[src/rtl/alk_pkg.sv]
// alk_pkg: shared definitions for the ALK shifter control path.
//   - ALUSHF micro-op codes driven to the ALK
//   - shift mode encoding as presented by the microsequencer
//   - shift sequencer state encoding
package alk_pkg;

  localparam logic [2:0] ALUSHF_NOP  = 3'b000;
  localparam logic [2:0] ALUSHF_QSI1 = 3'b001; // right 1, fill from Q (=0)
  localparam logic [2:0] ALUSHF_SHF  = 3'b010; // left 1
  localparam logic [2:0] ALUSHF_ROT  = 3'b011; // rotate left 1
  localparam logic [2:0] ALUSHF_ASR1 = 3'b100; // right 1, sign fill
  localparam logic [2:0] ALUSHF_WB30 = 3'b110; // write-back

  typedef enum logic [1:0] {
    MODE_LOG  = 2'b00,
    MODE_ARI  = 2'b01,
    MODE_ROT  = 2'b10,
    MODE_LOG2 = 2'b11  // treated as logical
  } mode_e;

  typedef enum logic [1:0] {
    ST_IDLE  = 2'b00,
    ST_SHIFT = 2'b01,
    ST_FIN   = 2'b10
  } state_e;

endpackage

[src/rtl/alk_shfcnt.sv]
// alk_shfcnt: step down-counter for the shift sequencer.
//   clk, reset_h  clock, synchronous active-high reset (count -> 0)
//   clr_h         cancel: count -> 0 (wins over hold)
//   hold_h        freeze the count
//   load_h        load load_val
//   dec_h         decrement (saturates at zero)
//   is_one        count == 1 (last step is being issued)
//   is_zero       count == 0
module alk_shfcnt #(
  parameter int W = 7
) (
  input  logic         clk,
  input  logic         reset_h,
  input  logic         clr_h,
  input  logic         hold_h,
  input  logic         load_h,
  input  logic [W-1:0] load_val,
  input  logic         dec_h,
  output logic         is_one,
  output logic         is_zero
);

  logic [W-1:0] cnt_q, cnt_d;

  always_comb begin
    cnt_d = cnt_q;
    if (clr_h)                     cnt_d = '0;
    else if (hold_h)               cnt_d = cnt_q;
    else if (load_h)               cnt_d = load_val;
    else if (dec_h && !is_zero)    cnt_d = cnt_q - W'(1);
  end

  always_ff @(posedge clk) begin
    if (reset_h) cnt_q <= '0;
    else         cnt_q <= cnt_d;
  end

  assign is_one  = (cnt_q == W'(1));
  assign is_zero = (cnt_q == '0);

endmodule

[src/rtl/alk_shfseq.sv]
// alk_shfseq: multi-cycle shift sequencer for the ALK shifter.
// Takes one shift request (signed count, mode), issues one single-bit ALUSHF
// step per cycle, then a WB30 write-back cycle with a done pulse. Tracks
// overflow (sign-bit change) for arithmetic left shifts.
//   clk, reset_h  clock, synchronous active-high reset
//   start_h       request, accepted only in IDLE
//   cnt_h         signed count (+left / -right), sampled on accept
//   mode_h        00 logical, 01 arithmetic, 10 rotate, 11 logical
//   stall_h       freeze state, counter and outputs
//   abort_h       cancel the in-flight sequence
//   msb_chg_h     datapath: sign bit changed on the current step
//   busy_h        high in SHIFT and FIN
//   alushf_h      ALUSHF micro-op to the ALK (registered)
//   done_h        completion pulse (held while stalled in FIN)
//   ovf_h         overflow, valid with done_h
module alk_shfseq
  import alk_pkg::*;
#(
  parameter int CNT_W = 6,
  parameter int DP_W  = 32
) (
  input  logic             clk,
  input  logic             reset_h,
  input  logic             start_h,
  input  logic [CNT_W-1:0] cnt_h,
  input  logic [1:0]       mode_h,
  input  logic             stall_h,
  input  logic             abort_h,
  input  logic             msb_chg_h,
  output logic             busy_h,
  output logic [2:0]       alushf_h,
  output logic             done_h,
  output logic             ovf_h
);

  localparam logic signed [CNT_W:0] DPW_S = DP_W[CNT_W:0];

  // One extra bit so that -2^(CNT_W-1) has a representable magnitude.
  logic signed [CNT_W:0] n_ext, rot_r;
  logic [CNT_W:0]        mag, ld_steps;
  logic [2:0]            ld_code;
  logic                  ld_trk;

  always_comb begin
    n_ext = {cnt_h[CNT_W-1], cnt_h};
    mag   = n_ext[CNT_W] ? -n_ext : n_ext;
    // Right rotate by k is a left rotate by DP_W-k: fold into [0, DP_W).
    rot_r = n_ext % DPW_S;
    if (rot_r[CNT_W]) rot_r = rot_r + DPW_S;
    ld_trk = 1'b0;
    case (mode_e'(mode_h))
      MODE_ROT: begin
        ld_steps = rot_r;
        ld_code  = ALUSHF_ROT;
      end
      MODE_ARI: begin
        ld_steps = mag;
        ld_code  = n_ext[CNT_W] ? ALUSHF_ASR1 : ALUSHF_SHF;
        ld_trk   = !n_ext[CNT_W] && (mag != '0);
      end
      default: begin
        ld_steps = mag;
        ld_code  = n_ext[CNT_W] ? ALUSHF_QSI1 : ALUSHF_SHF;
      end
    endcase
  end

  state_e     state_q, state_d;
  logic [2:0] alushf_q, alushf_d;
  logic       done_q, done_d;
  logic       ovf_q, ovf_d;
  logic       trk_q, trk_d;   // overflow tracking enabled for this op
  logic       ld_en, dec_en, cnt_one, cnt_zero;

  alk_shfcnt #(.W(CNT_W + 1)) u_cnt (
    .clk      (clk),
    .reset_h  (reset_h),
    .clr_h    (abort_h),
    .hold_h   (stall_h),
    .load_h   (ld_en),
    .load_val (ld_steps),
    .dec_h    (dec_en),
    .is_one   (cnt_one),
    .is_zero  (cnt_zero)
  );

  always_comb begin
    state_d  = state_q;
    alushf_d = alushf_q;
    done_d   = done_q;
    ovf_d    = ovf_q;
    trk_d    = trk_q;
    ld_en    = 1'b0;
    dec_en   = 1'b0;
    if (abort_h) begin
      state_d  = ST_IDLE;
      alushf_d = ALUSHF_NOP;
      done_d   = 1'b0;
      ovf_d    = 1'b0;
      trk_d    = 1'b0;
    end else if (!stall_h) begin
      case (state_q)
        ST_IDLE: begin
          if (start_h) begin
            ld_en = 1'b1;
            trk_d = ld_trk;
            ovf_d = 1'b0;
            if (ld_steps == '0) begin
              state_d  = ST_FIN;
              alushf_d = ALUSHF_WB30;
              done_d   = 1'b1;
            end else begin
              state_d  = ST_SHIFT;
              alushf_d = ld_code;
            end
          end
        end
        ST_SHIFT: begin
          dec_en = 1'b1;
          if (trk_q && msb_chg_h) ovf_d = 1'b1;
          // Step code is already on alushf_q; it simply holds until the last step.
          if (cnt_one || cnt_zero) begin
            state_d  = ST_FIN;
            alushf_d = ALUSHF_WB30;
            done_d   = 1'b1;
          end
        end
        default: begin
          state_d  = ST_IDLE;
          alushf_d = ALUSHF_NOP;
          done_d   = 1'b0;
        end
      endcase
    end
  end

  always_ff @(posedge clk) begin
    if (reset_h) begin
      state_q  <= ST_IDLE;
      alushf_q <= ALUSHF_NOP;
      done_q   <= 1'b0;
      ovf_q    <= 1'b0;
      trk_q    <= 1'b0;
    end else begin
      state_q  <= state_d;
      alushf_q <= alushf_d;
      done_q   <= done_d;
      ovf_q    <= ovf_d;
      trk_q    <= trk_d;
    end
  end

  assign busy_h   = (state_q != ST_IDLE);
  assign alushf_h = alushf_q;
  assign done_h   = done_q;
  assign ovf_h    = ovf_q;

endmodule

[config.mk]
export PLATFORM = sky130hd
export DESIGN_NAME = alk_shfseq
export DESIGN_NICKNAME = d
export VERILOG_FILES = /design/src/rtl/alk_pkg.sv /design/src/rtl/alk_shfcnt.sv /design/src/rtl/alk_shfseq.sv
export SDC_FILE = /design/constraint.sdc
export NUM_CORES = 1
export LEC_CHECK = 0
export CORE_MARGIN = 1.5
export CORE_UTILIZATION = 39
export CTS_CLUSTER_SIZE = 24
export DETAILED_ROUTE_END_ITERATION = 6
export PLACE_DENSITY = 0.64
export SYNTH_ARGS = -nofsm -noshare
export SYNTH_HDL_FRONTEND = slang
export SYNTH_SLANG_ARGS = --single-unit
[constraint.sdc]
create_clock -name clk -period 5 [get_ports clk]
set_input_delay 0.5 -clock clk [delete_from_list [all_inputs] [get_ports clk]]
set_output_delay 0.5 -clock clk [all_outputs]
set_load 0.02 [all_outputs]
==> results.txt, run 1 <==
----------------------------------------------------
[Status]
  Outcome ... finished clean

[Clocking]
  Clock Latency Late Sink ... 0.29 ns
  Total of hold buffers inserted after clock tree synthesis ... 0
  Cell at the root of the clock tree ... sky130_fd_sc_hd__clkbuf_4
  Post-CTS repair timing setup buffer count ... 0
  Clock-pin slew reported for the worst setup and hold paths after clock tree synthesis ... roughly 0.090 ns
  Cts bufs inserted ... 3
  CTS-repair resized insts ... 0
  Bufs on Longest Clock Path ... 2
  # H-tree levels ... 1
  TritonCTS sink count ... 15
  TritonCTS clock tree ... done

[Synthesis]
  Count of cell types in the netlist ... 53
  Top cells by area, synth ... sky130_fd_sc_hd__dfxtp_1, sky130_fd_sc_hd__ha_1, sky130_fd_sc_hd__nor3_1
  Count of mapped cells out of synthesis ... ~140
  Async set-or-reset flop fraction in the synthesized netlist ... 0%
  Proportion of netlist area held by the largest area contributor ... a little over a quarter
  Yosys warning count ... 0
  Flip-flop and latch count after synthesis ... 15
  Avg Inst Size Synth ... around 8.1 µm²
  Top flip-flop cell by instance count after synthesis ... sky130_fd_sc_hd__dfxtp_1
  Post-synthesis instance area ... approximately 0.0011 mm²
  Library cell with the largest summed area after synthesis ... sky130_fd_sc_hd__dfxtp_1
  Synth Net Count ... 156
  Post-synth EDFFs ... 0
  Sequential cell area fraction in the yosys report ... a little over a quarter

[Power and ir drop]
  Pwr Density ... 201.8 mW/mm²
  Largest voltage drop on the vdd net ... between 0.15 and 0.2 mV
  Leak Pwr ... between 0.0004 and 0.0005 µW

[Route]
  DRT Pass-1 Iters ... 4
  DRC errors left ... 0
  Routed wire per std cell ... between 10 and 15 µm
  Via total after detailed routing ... roughly 1100
  Number of DRC markers after the initial detailed-route iteration ... 49
  Sum of routed wire length over all layers ... around 2700 µm
  Post-DR vias/cell ... approximately 5.9
  Routed Antenna Nets ... 0

[STA]
  Highest Clock Rate ... 0.3960 GHz
  Tcrit/Tclk final ... 50.51%
  Slew at the pin closest to its max-slew limit ... 0.5509 ns
  Min Tclk post-route ... 2.525 ns
  Total count of hold-check failures in the final report ... 0
  Max Slew Vio Count ... 0
  Final setup TNS ... 0 ns
  Unrepaired setup endpoints after global routing ... no
  Final worst hold slack ... roughly 0.47 ns
  Number of endpoints failing setup at the final stage ... 0
  Clock skew ... about 0.0011 ns
  Remaining max-slew budget at the tightest pin ... between 60% and 70%

[Floorplanning]
  Width of the die ... approximately 56 µm
  Height of the die ... roughly 56 µm
  CORE AREA ... about 0.0027 mm²
  Row cnt ... 19
  Initial core utilization ... between 40% and 50%
  Die footprint ... approximately 0.0032 mm²
  IO Pins ... 20

[Critical path]
  Series of cell instances along the critical path ... clkdlybuf4s50_1 > inv_1 > ha_1 > or4b_1 > o32ai_1 > a21oi_1 > a31o_2 > o221a_2
  CP max stage delay ... ~0.57 ns
  Largest fanout on the critical path ... 6
  Data arrival time of the critical path ... roughly 2.7 ns
  Worst Path Required ... 5.19 ns
  Crit. End Element ... register
  Category of the worst setup path launch point ... input pin
  Setup CP Type ... in -> reg
  CP max stage cell ... sky130_fd_sc_hd__clkdlybuf4s50_1

[Global route]
  Overflow left after global routing ... 0
  First-pass GRT wire length ... ~4700 µm
  Via count of the first global-routing pass ... 1004
  Pin count of the biggest net entering global routing ... 12
  Overall fraction of global-route tracks in use ... 18.69%
  Antenna violations before repair ... 0

[Run]
  Count of maximum capacitance violations ... 0

[Final layout]
  Share of final-layout standard cells stronger than drive strength 1 ... around 14%
  Net total in the final layout ... 174
  Leading cell types in the layout, fill and taps excluded ... sky130_fd_sc_hd__clkdlybuf4s50_1, sky130_fd_sc_hd__dfxtp_1, sky130_fd_sc_hd__nor2_1, sky130_fd_sc_hd__nor3_1, sky130_fd_sc_hd__a21oi_1
  Most frequent standard cell in the layout excluding fill and tap cells ... sky130_fd_sc_hd__clkdlybuf4s50_1
  Core utilization of the finished layout ... about 49%
  Area taken by flip-flops and latches ... about 300 µm²
  Antenna diode count ... 0
  Synth-to-layout area growth ... 20.63%
  Final Non-Filler Cells ... between 150 and 200
  Number of fillers in the final layout ... 268
  Area occupied by multi-input gates ... 753.2 µm²

[Placed design]
  HPWL after detailed placement ... around 2100 µm
  Total of buffers placed on input and output ports ... 19
  Cells after DPL ... approximately 180
  Routability cong. ... slightly below 0.9

[Hold path]
  Min-Delay Path Class ... reg -> reg

----------------------------------------------------
-- worst paths after layout --
kind / cells past startpoint / slack [ns] / startpoint / to
hold reg to reg: 2 / 0.47 / u_cnt.cnt_q[5]$_SDFFE_PP0P_ / u_cnt.cnt_q[5]$_SDFFE_PP0P_
hold / removal: 2 / 0.47 / u_cnt.cnt_q[5]$_SDFFE_PP0P_ / u_cnt.cnt_q[5]$_SDFFE_PP0P_
setup / recovery: 8 / 2.47 / cnt_h[0] / state_q[0]$_SDFFE_PP0P_
setup reg to reg: 5 / 2.97 / state_q[0]$_SDFFE_PP0P_ / u_cnt.cnt_q[1]$_SDFFE_PP0P_
-- synth_stat cells (2+ instances only) --
library cell	count
sky130_fd_sc_hd__a21oi_1	9
sky130_fd_sc_hd__a21oi_2	3
sky130_fd_sc_hd__a32o_1	3
sky130_fd_sc_hd__clkbuf_1	4
sky130_fd_sc_hd__dfxtp_1	15
sky130_fd_sc_hd__ha_1	5
sky130_fd_sc_hd__inv_1	8
sky130_fd_sc_hd__nand2_1	8
sky130_fd_sc_hd__nand2b_1	3
sky130_fd_sc_hd__nand3_1	2
sky130_fd_sc_hd__nor2_1	11
sky130_fd_sc_hd__nor2b_1	2
sky130_fd_sc_hd__nor3_1	10
sky130_fd_sc_hd__nor3b_1	2
sky130_fd_sc_hd__nor4_1	3
sky130_fd_sc_hd__o211ai_1	2
sky130_fd_sc_hd__o21ai_0	5
sky130_fd_sc_hd__o32ai_1	2
sky130_fd_sc_hd__or2_2	2
sky130_fd_sc_hd__or3_1	3
sky130_fd_sc_hd__or4b_1	2
sky130_fd_sc_hd__xnor2_1	2
-- area by class of cell --
| class | count | area share (%) |
|---|---|---|
| Clock buffer | 4 | 1.963 |
| Inverter | 8 | 2.243 |
| Multi-Input combinational cell | 108 | 56.26 |
| Sequential cell | 15 | 22.43 |
| Tap cell | 31 | 2.897 |
| Timing Repair Buffer | 19 | 14.21 |
-- power breakdown --
group	internal (µW)	switching (µW)	total (µW)
combinational	33.5	39.7	73.2
clock	31.0	41.1	72.1
sequential	122	2.77	125
-- logic make-up (layout without fill, tap and decap cells) --
kind of cell / after synthesis / count (layout) / share of synthesized area, %
buffers and inverters: 14 / 31 / 5.073
AND/OR/NAND/NOR: 60 / 60 / 32.13
multiplexers: 2 / 2 / 1.917
flip-flops: 15 / 15 / 27.06
AO/OA/AOI/OAI: 38 / 38 / 25.82
adder cells (fa/ha/maj): 5 / 5 / 5.637
XOR/XNOR: 3 / 3 / 2.368
-- worst max-delay path, delay by kind of cell --
family / cells / cell delay [ns]
AOI/OAI and AO/OA: 4 / 0.76
adders and majority gates: 1 / 0.31
buffers and inverters: 2 / 0.64
and+or+nand+nor: 1 / 0.50
-- routing by layer --
layer  vias to the layer above  global-route usage, %  wire length [µm]
met4                         0                  4.422                14
li1                        549                      -                 -
met2                        40                  30.59              1301
met1                       504                  24.50              1226
met5                         -                      0                 0
met3                         2                  5.069               163
-- registers in the layout, summed over array words and instances (netlist names) --
name         cells
alushf_h         3
done_h           1
u_cnt.cnt_q      7
trk_q            1
ovf_h            1
state_q          2
-- stage by stage --
step	instance area, µm²	setup WS, ns	total power [µW]
2_1_floorplan	1110	2.858	175.2
3_3_place_gp	1313	2.180	199.2
3_5_place_dp	1313	2.163	200.1
4_1_cts	1339	2.478	271.6
5_1_grt	1339	2.363	285.9
6_report	1339	2.475	270.1
No activity file was read; power rests on OpenSTA's default activity.
==> run 2: changes to the inputs <==
==> constraint.sdc (replaced) <==
create_clock -name clk -period 2.6 [get_ports clk]
set_input_delay 0.26 -clock clk [delete_from_list [all_inputs] [get_ports clk]]
set_output_delay 0.26 -clock clk [all_outputs]
set_load 0.02 [all_outputs]
==> run 2 against run 1 <==
Compared with the run above: routed wire length is 3.1% higher; critical path depth unchanged; power grew 98%; non-clock buffer count up 6; worst hold slack got worse by 0.0020 ns; design area grew 3.6%; sequential power up 92%; clock-buffer cell count is 1 lower; final cell count up 3.2%; utilization grew 1.8 points; die area unchanged; clock power rose by 100%; largest cell class unchanged; largest power group unchanged.
==> results.txt, run 2 (same netlist as run 1, synthesis figures left out) <==
----------------------------------------------------
[Critical path]
  Largest fanout on the critical path ... 4 (-2)
  CP max stage cell ... sky130_fd_sc_hd__or4b_1
  Crit. End Element ... register
  Data arrival time of the critical path ... 2.36 ns (-0.35 ns)
  Top delay family on crit path ... compound AO/OA/AOI/OAI gates
  Setup CP Type ... in -> reg
  Worst Path Required ... 2.80 ns (-2.39 ns)
  Worst reg-to-reg setup slack ... 0.66 ns (-2.31 ns)
  CP max stage delay ... 0.49 ns (-0.08 ns)
  Category of the worst setup path launch point ... input pin
  WP buf/inv ... 2 (unchanged)
  Series of cell instances along the critical path ... clkdlybuf4s50_1 > inv_1 > ha_1 > or4b_1 > o32ai_1 > a21oi_1 > a31o_2 > o221a_2

[STA]
  Unrepaired setup endpoints after global routing ... no
  Remaining max-slew budget at the tightest pin ... 65.23% (+2.1 points)
  Tcrit/Tclk final ... between 80% and 90%
  Number of endpoints failing setup at the final stage ... 0 (unchanged)
  Max Slew Vio Count ... 0 (unchanged)
  Clock skew ... 0.007533 ns (+0.006439 ns)
  Total count of hold-check failures in the final report ... 0 (unchanged)
  Slew at the pin closest to its max-slew limit ... 0.5196 ns (-0.03128 ns)
  Highest Clock Rate ... between 0.4 and 0.5 GHz
  Min Tclk post-route ... approximately 2.2 ns
  Final setup TNS ... 0 ns (unchanged)

[Status]
  Outcome ... finished clean

[Final layout]
  Share of final-layout standard cells stronger than drive strength 1 ... 18.13% (+3.8 points)
  Synth-to-layout area growth ... 25.03%
  Leading cell types in the layout, fill and taps excluded ... sky130_fd_sc_hd__clkdlybuf4s50_1, sky130_fd_sc_hd__dfxtp_1, sky130_fd_sc_hd__nor2_1, sky130_fd_sc_hd__nor3_1, sky130_fd_sc_hd__a21oi_1
  Antenna diode count ... 0 (unchanged)
  Number of flip-flops under the largest register name ... 7 (unchanged)
  Most frequent standard cell in the layout excluding fill and tap cells ... sky130_fd_sc_hd__clkdlybuf4s50_1
  Core utilization of the finished layout ... 50.76% (+1.8 points)
  Post-route cell area ... 0.001388 mm² (+3.6%)
  Net total in the final layout ... 180 (+3.4%)
  Final Non-Filler Cells ... 191 (+3.2%)
  Largest reg by FF count ... u_cnt.cnt_q

[Power and ir drop]
  Combinational cell fraction of total power ... 27.8% (+0.7 points)
  Switching fraction of total power ... 31.87% (+0.94 points)
  Reported net switching power ... 170.4 µW (+100%)
  Cell-internal power ... 364.2 µW (+95%)
  Leak Pwr ... 0.0005092 µW (+5.8%)
  Fraction of power consumed by the clock network ... 27.3% (+0.6 points)
  Largest voltage drop on the vdd net ... 0.3962 mV (+120%)
  Portion of total power attributed to sequential cells ... 44.9% (-1.3 points)
  Pwr Density ... 385.2 mW/mm² (+91%)

[Placed design]
  Post-Place Cell Area ... 0.001358 mm² (+3.4%)
  Total of buffers placed on input and output ports ... 19 (unchanged)
  Routability cong. ... 0.8534 (-2.3%)
  HPWL after detailed placement ... 2149 µm (+4.1%)
  Cells after DPL ... 187 (+3.3%)

[Clocking]
  TritonCTS sink count ... 15 (unchanged)
  TritonCTS clock tree ... done
  Cell at the root of the clock tree ... sky130_fd_sc_hd__clkbuf_4
  CTS-repair resized insts ... 0 (unchanged)
  # H-tree levels ... 1 (unchanged)
  Post-CTS repair timing setup buffer count ... 0 (unchanged)
  Cts bufs inserted ... 3 (unchanged)
  Bufs on Longest Clock Path ... 2 (unchanged)
  Clock-pin slew reported for the worst setup and hold paths after clock tree synthesis ... 0.10 ns (about the same)
  Total of hold buffers inserted after clock tree synthesis ... 0 (unchanged)
  Clock Latency Late Sink ... 0.30 ns (about the same)

[Run]
  Count of maximum capacitance violations ... 0 (unchanged)

[Route]
  Sum of routed wire length over all layers ... 2790 µm (+3.1%)
  Highest signal layer in the routed design ... met4
  Via total after detailed routing ... 1106 (+1.0%)
  Post-DR vias/cell ... 5.791 (-2.2%)
  Post-route met1 wirelength ... 1365 µm (+11%)
  Routed wire per std cell ... 14.61 µm (-0.17%)
  Wire length on met2 ... 1289 µm (-0.92%)
  Routed Antenna Nets ... 0 (unchanged)
  Routed met3 length ... 118 µm (-28%)
  DRC errors left ... 0 (unchanged)
  DRT Pass-1 Iters ... 4 (unchanged)
  Number of DRC markers after the initial detailed-route iteration ... 34 (-31%)

[Global route]
  Via count of the first global-routing pass ... 1026 (+2.2%)
  Pin count of the biggest net entering global routing ... 12 (unchanged)
  First-pass GRT wire length ... 4740 µm (+1.0%)
  Overflow left after global routing ... 0 (unchanged)
  Overall fraction of global-route tracks in use ... 18.78% (+0.087 points)
  Antenna violations before repair ... 0 (unchanged)

[Floorplanning]
  IO Pins ... 20 (unchanged)
  CORE AREA ... 0.002734 mm² (unchanged)
  Width of the die ... 56.35 µm (unchanged)
  Die footprint ... 0.003175 mm² (unchanged)
  Row cnt ... 19 (unchanged)
  Height of the die ... 56.35 µm (unchanged)
  Initial core utilization ... 40.59% (unchanged)

[Hold path]
  Min-Delay Path Class ... reg -> reg

----------------------------------------------------
==> run 2: cell types whose count changed in the layout (fill, tap and decap cells not counted), sizes merged <==
cell,before,now
buf,0,6
clkbuf,4,3
clkinvlp,0,1
==> run 2: worst paths after layout <==
kind | depth (start not counted) | to | start
setup / recovery | 8 | state_q[0]$_SDFFE_PP0P_ | cnt_h[0]
hold / removal | 2 | u_cnt.cnt_q[5]$_SDFFE_PP0P_ | u_cnt.cnt_q[5]$_SDFFE_PP0P_
setup reg to reg | 5 | u_cnt.cnt_q[1]$_SDFFE_PP0P_ | state_q[0]$_SDFFE_PP0P_
hold reg to reg | 2 | u_cnt.cnt_q[5]$_SDFFE_PP0P_ | u_cnt.cnt_q[5]$_SDFFE_PP0P_
==> run 2: final cells by class <==
type / instances / area (µm²)
multi-input combinational: 108 / 753.2
clock inverter: 1 / 7.507
tap: 31 / 38.79
fill: 261 / 1346
clock buffer: 3 / 22.52
timing repair buffer: 25 / 235.2
inverter: 8 / 30.03
sequential: 15 / 300.3
==> run 2: worst reg2reg max path: stages, from the launching register on <==
cell                      delay, ns
sky130_fd_sc_hd__dfxtp_1       0.39
sky130_fd_sc_hd__or4b_1        0.59
sky130_fd_sc_hd__nor2_2        0.39
sky130_fd_sc_hd__nor2b_1       0.10
sky130_fd_sc_hd__a311o_1       0.30
sky130_fd_sc_hd__a21oi_2       0.11
==> run 2: metal layers <==
metal  GRT usage (%)  up-vias
met1           26.17      509
met5               0        -
li1                -      557
met4           3.061        0
met3           4.839        4
met2           29.75       36
==> run 2: power by group through the flow <==
stage	Clock (µW)	Combinational (µW)	Sequential, µW
final	146	149	240
after global routing	157	165	241
after floorplan	0	91.6	245
after detailed placement	0	148	245
after global placement	0	146	245
after CTS	149	148	240
==> run 2: per-stage QoR <==
stage | setup WS (ns) | power (µW) | hold slack [ns]
finish | 0.4464 | 534.6 | 0.4716
global placement | 0.1338 | 391.3 | 0.4463
CTS | 0.4441 | 536.8 | 0.4683
floorplan | 0.6985 | 336.9 | 0.4313
global route | 0.3587 | 562.5 | 0.5099
detailed placement | 0.1204 | 392.8 | 0.4497
